<file path="config.mk">
export PLATFORM = sky130hd
export DESIGN_NAME = sal_rd_resp_path
export DESIGN_NICKNAME = d
export VERILOG_FILES = /design/src/rtl/sal_rd_resp_path_pkg.sv /design/src/rtl/sal_sync_fifo.sv /design/src/rtl/sal_rd_resp_path.sv
export SDC_FILE = /design/constraint.sdc
export NUM_CORES = 1
export LEC_CHECK = 0
export BUFFER_PORTS_ARGS = -buffer_cell sky130_fd_sc_hd__buf_2
export CELL_PAD_IN_SITES_DETAIL_PLACEMENT = 1
export CELL_PAD_IN_SITES_GLOBAL_PLACEMENT = 2
export CORE_MARGIN = 1
export CORE_UTILIZATION = 23
export DETAILED_ROUTE_END_ITERATION = 10
export GPL_TIMING_DRIVEN = 0
export HOLD_SLACK_MARGIN = 0.15
export PLACE_DENSITY = 0.51
export SETUP_SLACK_MARGIN = 0.15
export SLEW_MARGIN = 15
export SYNTH_ARGS = -nofsm -noshare
export SYNTH_HDL_FRONTEND = slang
export SYNTH_SLANG_ARGS = --single-unit
</file>
<file path="constraint.sdc">
create_clock -name clk -period 29.1 [get_ports clk]
set_input_delay 2.91 -clock clk [delete_from_list [all_inputs] [get_ports clk]]
set_output_delay 2.91 -clock clk [all_outputs]
set_load 0.02 [all_outputs]
</file>
<file path="src/rtl/sal_rd_resp_path_pkg.sv">
`default_nettype none
// ============================================================================
// Module      : sal_rd_resp_path_pkg
// Description : Shared DDR2 controller read-path definitions. Holds the DFI
//               and AXI widths, the read tag carried from the scheduler to the
//               R channel, and the AXI response encodings.
// Revision    : 1.0  initial release
// ============================================================================
package sal_rd_resp_path_pkg;

    localparam int DFI_DW = 64;
    localparam int AXI_DW = 2 * DFI_DW;
    localparam int ID_W   = 4;

    localparam logic [1:0] RRESP_OKAY = 2'b00;

    // One tag per issued RD command, consumed in issue order.
    typedef struct packed {
        logic [ID_W-1:0] id;
        logic            last;
    } rd_tag_t;

endpackage : sal_rd_resp_path_pkg
`default_nettype wire

</file>
<file path="src/rtl/sal_sync_fifo.sv">
`default_nettype none
// ============================================================================
// Module      : sal_sync_fifo
// Description : Single-clock FIFO with registered pointers and an
//               asynchronous-read storage array. The head entry is presented
//               on pop_data whenever the FIFO is not empty.
// Ports       : clk, rst_n        clock, async active-low reset
//               push, push_data   write request and data (dropped when full)
//               pop, pop_data     read request and head entry
//               full, empty       occupancy flags
//               count             number of stored entries (0..DEPTH)
// Revision    : 1.0  initial release
// ============================================================================
module sal_sync_fifo #(
    parameter int WIDTH = 8,
    parameter int DEPTH = 8
) (
    input  logic                       clk,
    input  logic                       rst_n,
    input  logic                       push,
    input  logic [WIDTH-1:0]           push_data,
    input  logic                       pop,
    output logic [WIDTH-1:0]           pop_data,
    output logic                       full,
    output logic                       empty,
    output logic [$clog2(DEPTH):0]     count
);

    localparam int c_AW = $clog2(DEPTH);
    localparam logic [c_AW:0] c_PTR_ONE = (c_AW + 1)'(1);

    logic [WIDTH-1:0] r_mem [DEPTH];
    logic [c_AW:0]    r_wr_ptr;
    logic [c_AW:0]    r_rd_ptr;
    logic             w_wr_en;
    logic             w_rd_en;

    // The extra pointer MSB separates "full" (MSBs differ) from "empty"
    // (MSBs equal) when the index bits match; pointers wrap naturally.
    assign empty    = (r_wr_ptr == r_rd_ptr);
    assign full     = (r_wr_ptr[c_AW] != r_rd_ptr[c_AW]) &&
                      (r_wr_ptr[c_AW-1:0] == r_rd_ptr[c_AW-1:0]);
    assign count    = r_wr_ptr - r_rd_ptr;

    assign w_wr_en  = push & ~full;
    assign w_rd_en  = pop & ~empty;

    assign pop_data = r_mem[r_rd_ptr[c_AW-1:0]];

    always_ff @(posedge clk) begin
        if (w_wr_en) begin
            r_mem[r_wr_ptr[c_AW-1:0]] <= push_data;
        end
    end

    always_ff @(posedge clk or negedge rst_n) begin
        if (!rst_n) begin
            r_wr_ptr <= '0;
            r_rd_ptr <= '0;
        end else begin
            if (w_wr_en) begin
                r_wr_ptr <= r_wr_ptr + c_PTR_ONE;
            end
            if (w_rd_en) begin
                r_rd_ptr <= r_rd_ptr + c_PTR_ONE;
            end
        end
    end

endmodule : sal_sync_fifo
`default_nettype wire

</file>
<file path="src/rtl/sal_rd_resp_path.sv">
`default_nettype none
// ============================================================================
// Module      : sal_rd_resp_path
// Description : DDR2 read-return datapath. Pairs DFI read-data cycles into
//               AXI beats (one BL4 burst = two DFI cycles = one beat), tags
//               each beat in issue order with the ID/last pushed by the
//               scheduler, and buffers beats so R backpressure never reaches
//               DFI. Admission (tag_ready_o) bounds outstanding reads to DEPTH
//               so the beat buffer cannot overflow.
// Ports       : clk, rst_n                     clock, async active-low reset
//               tag_valid_i/id_i/last_i        RD issued by scheduler
//               tag_ready_o                    an RD may be issued
//               dfi_rddata_valid_i/rddata_i    DFI read data half-beats
//               rvalid_o/rready_i/rid_o/rdata_o/rresp_o/rlast_o  AXI R
//               err_orphan_o                   sticky: data with no tag
// Revision    : 1.0  initial release
// ============================================================================
module sal_rd_resp_path #(
    parameter int DFI_DW = sal_rd_resp_path_pkg::DFI_DW,
    parameter int AXI_DW = sal_rd_resp_path_pkg::AXI_DW,
    parameter int ID_W   = sal_rd_resp_path_pkg::ID_W,
    parameter int DEPTH  = 8
) (
    input  logic              clk,
    input  logic              rst_n,
    input  logic              tag_valid_i,
    input  logic [ID_W-1:0]   tag_id_i,
    input  logic              tag_last_i,
    output logic              tag_ready_o,
    input  logic              dfi_rddata_valid_i,
    input  logic [DFI_DW-1:0] dfi_rddata_i,
    output logic              rvalid_o,
    input  logic              rready_i,
    output logic [ID_W-1:0]   rid_o,
    output logic [AXI_DW-1:0] rdata_o,
    output logic [1:0]        rresp_o,
    output logic              rlast_o,
    output logic              err_orphan_o
);

    import sal_rd_resp_path_pkg::*;

    localparam int                 c_CNT_W = $clog2(DEPTH) + 1;
    localparam logic [c_CNT_W-1:0] c_DEPTH = c_CNT_W'(DEPTH);
    localparam logic [c_CNT_W-1:0] c_ONE   = c_CNT_W'(1);

    logic [c_CNT_W-1:0] r_out_cnt;
    logic               r_phase;
    logic [DFI_DW-1:0]  r_low_half;
    logic               r_err_orphan;

    logic               w_tag_push;
    logic               w_rd_hs;
    logic               w_beat_done;
    logic               w_orphan;
    logic               w_data_push;
    logic [AXI_DW-1:0]  w_beat;

    rd_tag_t            w_tag_in;
    rd_tag_t            w_tag_head;
    logic               w_tag_full;
    logic               w_tag_empty;
    logic [c_CNT_W-1:0] w_tag_count;
    logic               w_data_full;
    logic               w_data_empty;
    logic [c_CNT_W-1:0] w_data_count;

    // ------------------------------------------------------------------
    // Admission and handshakes
    // ------------------------------------------------------------------
    assign tag_ready_o = (r_out_cnt < c_DEPTH);
    // A push offered while not ready is ignored rather than corrupting state.
    assign w_tag_push  = tag_valid_i & tag_ready_o;
    assign w_rd_hs     = rvalid_o & rready_i;

    always_ff @(posedge clk or negedge rst_n) begin
        if (!rst_n) begin
            r_out_cnt <= '0;
        end else begin
            case ({w_tag_push, w_rd_hs})
                2'b10:   r_out_cnt <= r_out_cnt + c_ONE;
                2'b01:   r_out_cnt <= r_out_cnt - c_ONE;
                default: r_out_cnt <= r_out_cnt;
            endcase
        end
    end

    // ------------------------------------------------------------------
    // Beat assembler: first DFI cycle is the low half of the AXI beat.
    // ------------------------------------------------------------------
    assign w_beat_done = dfi_rddata_valid_i & r_phase;
    assign w_beat      = {dfi_rddata_i, r_low_half};

    // Tags and beats pop together, so the count difference is the number of
    // issued reads still waiting for their data. Zero means nobody asked.
    assign w_orphan    = w_beat_done & (w_tag_count == w_data_count);
    assign w_data_push = w_beat_done & ~w_orphan;

    always_ff @(posedge clk or negedge rst_n) begin
        if (!rst_n) begin
            r_phase      <= 1'b0;
            r_low_half   <= '0;
            r_err_orphan <= 1'b0;
        end else begin
            if (dfi_rddata_valid_i) begin
                if (!r_phase) begin
                    r_low_half <= dfi_rddata_i;
                end
                r_phase <= ~r_phase;
            end
            if (w_orphan) begin
                r_err_orphan <= 1'b1;
            end
        end
    end

    assign err_orphan_o = r_err_orphan;

    // ------------------------------------------------------------------
    // Tag and beat buffers
    // ------------------------------------------------------------------
    assign w_tag_in.id   = tag_id_i;
    assign w_tag_in.last = tag_last_i;

    sal_sync_fifo #(
        .WIDTH ($bits(rd_tag_t)),
        .DEPTH (DEPTH)
    ) u_tag_fifo (
        .clk       (clk),
        .rst_n     (rst_n),
        .push      (w_tag_push),
        .push_data (w_tag_in),
        .pop       (w_rd_hs),
        .pop_data  (w_tag_head),
        .full      (w_tag_full),
        .empty     (w_tag_empty),
        .count     (w_tag_count)
    );

    sal_sync_fifo #(
        .WIDTH (AXI_DW),
        .DEPTH (DEPTH)
    ) u_data_fifo (
        .clk       (clk),
        .rst_n     (rst_n),
        .push      (w_data_push),
        .push_data (w_beat),
        .pop       (w_rd_hs),
        .pop_data  (rdata_o),
        .full      (w_data_full),
        .empty     (w_data_empty),
        .count     (w_data_count)
    );

    // ------------------------------------------------------------------
    // AXI R channel
    // ------------------------------------------------------------------
    assign rvalid_o = ~w_data_empty;
    assign rid_o    = w_tag_head.id;
    assign rlast_o  = w_tag_head.last;
    assign rresp_o  = RRESP_OKAY;

    // ------------------------------------------------------------------
    // Protocol checks
    // ------------------------------------------------------------------
    a_tag_push_when_not_ready : assert property (
        @(posedge clk) disable iff (!rst_n) !(tag_valid_i && !tag_ready_o));

    a_tag_fifo_no_overflow : assert property (
        @(posedge clk) disable iff (!rst_n) !(w_tag_push && w_tag_full));

    a_data_fifo_no_overflow : assert property (
        @(posedge clk) disable iff (!rst_n) !(w_data_push && w_data_full));

    a_beat_has_tag : assert property (
        @(posedge clk) disable iff (!rst_n) !(rvalid_o && w_tag_empty));

endmodule : sal_rd_resp_path
`default_nettype wire

</file>
==> summary.md <==
| Metric | Value |
|---|---|
| First-pass GRT wire length | 171000 um |
| Layout cell share with drive strength beyond 1 | 0.335 |
| Core area | 0.188 mm^2 |
| Crit Path Class | reg -> out |
| FP Rows | 159 |
| Die height | 438 um |
| LEAKAGE | 18.1 nW |
| Design Power | 6.03 mW |
| Post-DP HPWL | 78700 um |
| Post-synthesis area per instance | 20.8 um^2 |
| Drt initial violations | 1205 |
| Sw frac | 0.341 |
| Crit path DAT | 4.11 ns |
| Register bit total from synthesis | 1150 |
| Met2 wire length | 61500 um |
| Via density | 4.11 |
| Endpoints failing hold | 0 |
| # nets final | 2624 |
| # IOs | 212 |
| Clock sink total | 1150 |
| Port Buffers | 209 |
| First-pass DRT Iterations | 8 |
| Fin crit share | 0.241 |
| Slew @ Worst Pin | 1.08 ns |
| DR WL/cell | 23.2 um |
| Failing checks | DRC |
| Max-Cap Viols | 0 |
| Cells after Synth | 2102 |
| Slew Viols, Final | 0 |
| Worst VDD drop | 49.7 uV |
| Mapped Area | 0.0436 mm^2 |
| Post_cts resized | 0 |
| Crit path time final | 7.02 ns |
| Met3 wire len | 5130 um |
| NetSw | 2.06 mW |
| Initial antenna violation count | 24 |
| Crit. End Element | output pin |
| Largest net degree at the start of global routing | 69 |
| Critical path cell sequence | clkbuf_1 > clkbuf_2 > clkbuf_1 > mux4_2 > nand2_1 > nand2_1 > buf_2 |
| DRT antenna net count | 0 |
| Number of remaining DRC errors | 34 |
| GP Congestion | 0.675 |
| Synthesis Warnings | 0 |
| WP data required | 26.19 ns |
| Ys flop type | edfxtp_1 |
| Total CTS buffers | 132 |
| Tot GR Track Use | 0.125 |
| FILL cells | 19300 |
| Hold Crit Class | reg -> reg |
| Syn-to-layout area delta | 23.6% |
| Number of flops mapped to enable cells by yosys | 1064 |
| Sequential Power Share | 0.389 |
| Clk pwr share | 0.285 |
| Ys async rst share | 0.0748 |
| Root Buffer | clkbuf_16 |
| # hold bufs at CTS | 0 |
| Dpl cells | 4896 |
| Number of distinct library cells after synthesis | 38 |
| Internal power | 3.97 mW |
| Worst Setup Start Kind | flop |
| WL final | 119000 um |
| Clk_lat worst skew | 0.78 ns |
| Initial Utilization | 0.232 |
| Vias | 21100 |
| WL met1 | 49700 um |
| Comb pwr share | 0.326 |
| Horiz. Die Dim | 438 um |
| Slowest CP cell | clkbuf_1 |
| Setup TNS | 0 ns |
| Pwr Density | 112 mW/mm^2 |
| Final setup fails | 0 |
| Max Freq | 0.143 GHz |
| Top Metal Used | met5 |
| H-tree depth | 4 |
| Setup Skew | 0.0486 ns |
| Max clock buf depth | 3 |
| RSZ-0062 raised after global routing | false |
| Post-CTS Setup Bufs | 0 |
| WHS | 0.472 ns |
| Outcome | complete, but fails checks |
| Layout Cells excl Fill | 5142 |
| CTS tree | built |
| Total die area | 0.192 mm^2 |
| Post-synthesis sequential area ratio | 0.781 |
| Total gr overflow | 0 |
| Commonest non-fill, non-tap cells in the layout | edfxtp_1 (1064), nand2_1 (412), mux4_2 (266) |
| Most common cell after layout, fill and taps aside | edfxtp_1 |
| Clk pin slew, worst setup/hold paths | 0.06 ns |
| Largest stage delay on the critical path | 0.86 ns |
| Rel. slew slack | 0.278 |
| Vias in the first global route | 23700 |
| Worst-path fanout max | 10 |
-- critical path, delay by kind of cell (launching register included) --
kind                   cells  cell delay [ns]
buffers and inverters      4             2.29
DFF                        1             0.34
muxes                      1             0.41
and+or+nand+nor            2             0.25
-- cells by family (layout without fill, tap and decap cells) --
group,count (synthesis),count (layout),synth area share
compound gates,22,22,0.00378
xor+xnor,28,28,0.00613
fa+ha+maj,15,15,0.00464
buf+inv,111,650,0.0107
flops,1150,1150,0.781
mux,332,332,0.154
other cells,1,7,0.0000859
simple gates,443,443,0.0390
-- synthesized netlist by cell type, types with 2 or more instances --
cell type  number  area share
a21oi_1         5     0.00057
buf_1          13      0.0011
buf_2          35      0.0040
buf_4           2     0.00034
clkbuf_1       50      0.0043
dfrtp_1        86       0.049
edfxtp_1     1064        0.73
fa_1            2     0.00092
ha_1           13      0.0037
inv_1          11     0.00095
mux2_2         65       0.017
mux4_2        266        0.14
nand2_1       412       0.035
nand2b_1        4     0.00057
nand3_1         2     0.00023
nand4_1         3     0.00043
nor2_1         13      0.0011
nor2b_1         2     0.00029
nor3_1          5     0.00057
o211ai_1        3     0.00052
o21ai_0         5     0.00057
xnor2_1        16      0.0032
xor2_1         10      0.0020
-- path summary, 6_finish.rpt --
path                                    startpoint                  endpoint  slack (ns)  depth (start not counted)
setup / recovery           u_data_fifo.r_rd_ptr[1]               rdata_o[63]       22.08                          7
setup reg to reg           u_data_fifo.r_rd_ptr[1]  u_data_fifo.r_mem[0][97]       22.89                         17
max in group asynchronous                    rst_n            r_low_half[21]       26.29                          2
min in group asynchronous                    rst_n            r_low_half[59]        2.04                          1
hold reg to reg                       err_orphan_o              err_orphan_o        0.47                          1
hold / removal                        err_orphan_o              err_orphan_o        0.47                          1
-- metal layers --
layer  up-vias  global-route usage
met5         -                   0
met3       175              0.0282
met1     11300               0.154
li1       9255                   -
met4        22              0.0371
met2       405               0.219
-- layout make-up --
cell class              instances  area [um^2]  area share
inverters                      11         48.8    0.000905
multi-input cells             842         9130       0.169
clock buffers                 190         3720      0.0690
well taps                    2495         3120      0.0579
repair buffers                298         2570      0.0476
diodes                          5         12.5    0.000232
clock inverters                51          801      0.0148
flip-flops and latches       1150        34100       0.632
plain buffers                 100          435     0.00807
-- power by group through the flow --
stage                     clock network [mW]  registers (mW)  logic [mW]
after floorplan                            0            2.37        1.20
after global placement                     0            2.46        1.94
after detailed placement                   0            2.38        2.05
after CTS                               1.77            2.35        2.06
after global routing                    1.83            2.38        2.14
final                                   1.72            2.35        1.97
-- flip-flops by register name (all words and copies together) (netlist names) --
name	cells
u_tag_fifo.r_mem	40
u_data_fifo.r_rd_ptr	4
r_phase	1
u_data_fifo.r_mem	1024
u_data_fifo.r_wr_ptr	4
u_tag_fifo.r_rd_ptr	4
err_orphan_o	1
r_out_cnt	4
u_tag_fifo.r_wr_ptr	4
r_low_half	64
-- per-stage QoR --
step	cell area (um^2)	setup WS, ns	utilization
floorplan	43700	16.36	-
global placement	47800	4.21	0.254
detailed placement	49400	22.65	0.263
CTS	53900	21.84	0.287
global route	53900	21.87	0.287
finish	53900	22.08	0.287
Note: power is estimated with default switching activity, not from simulation.
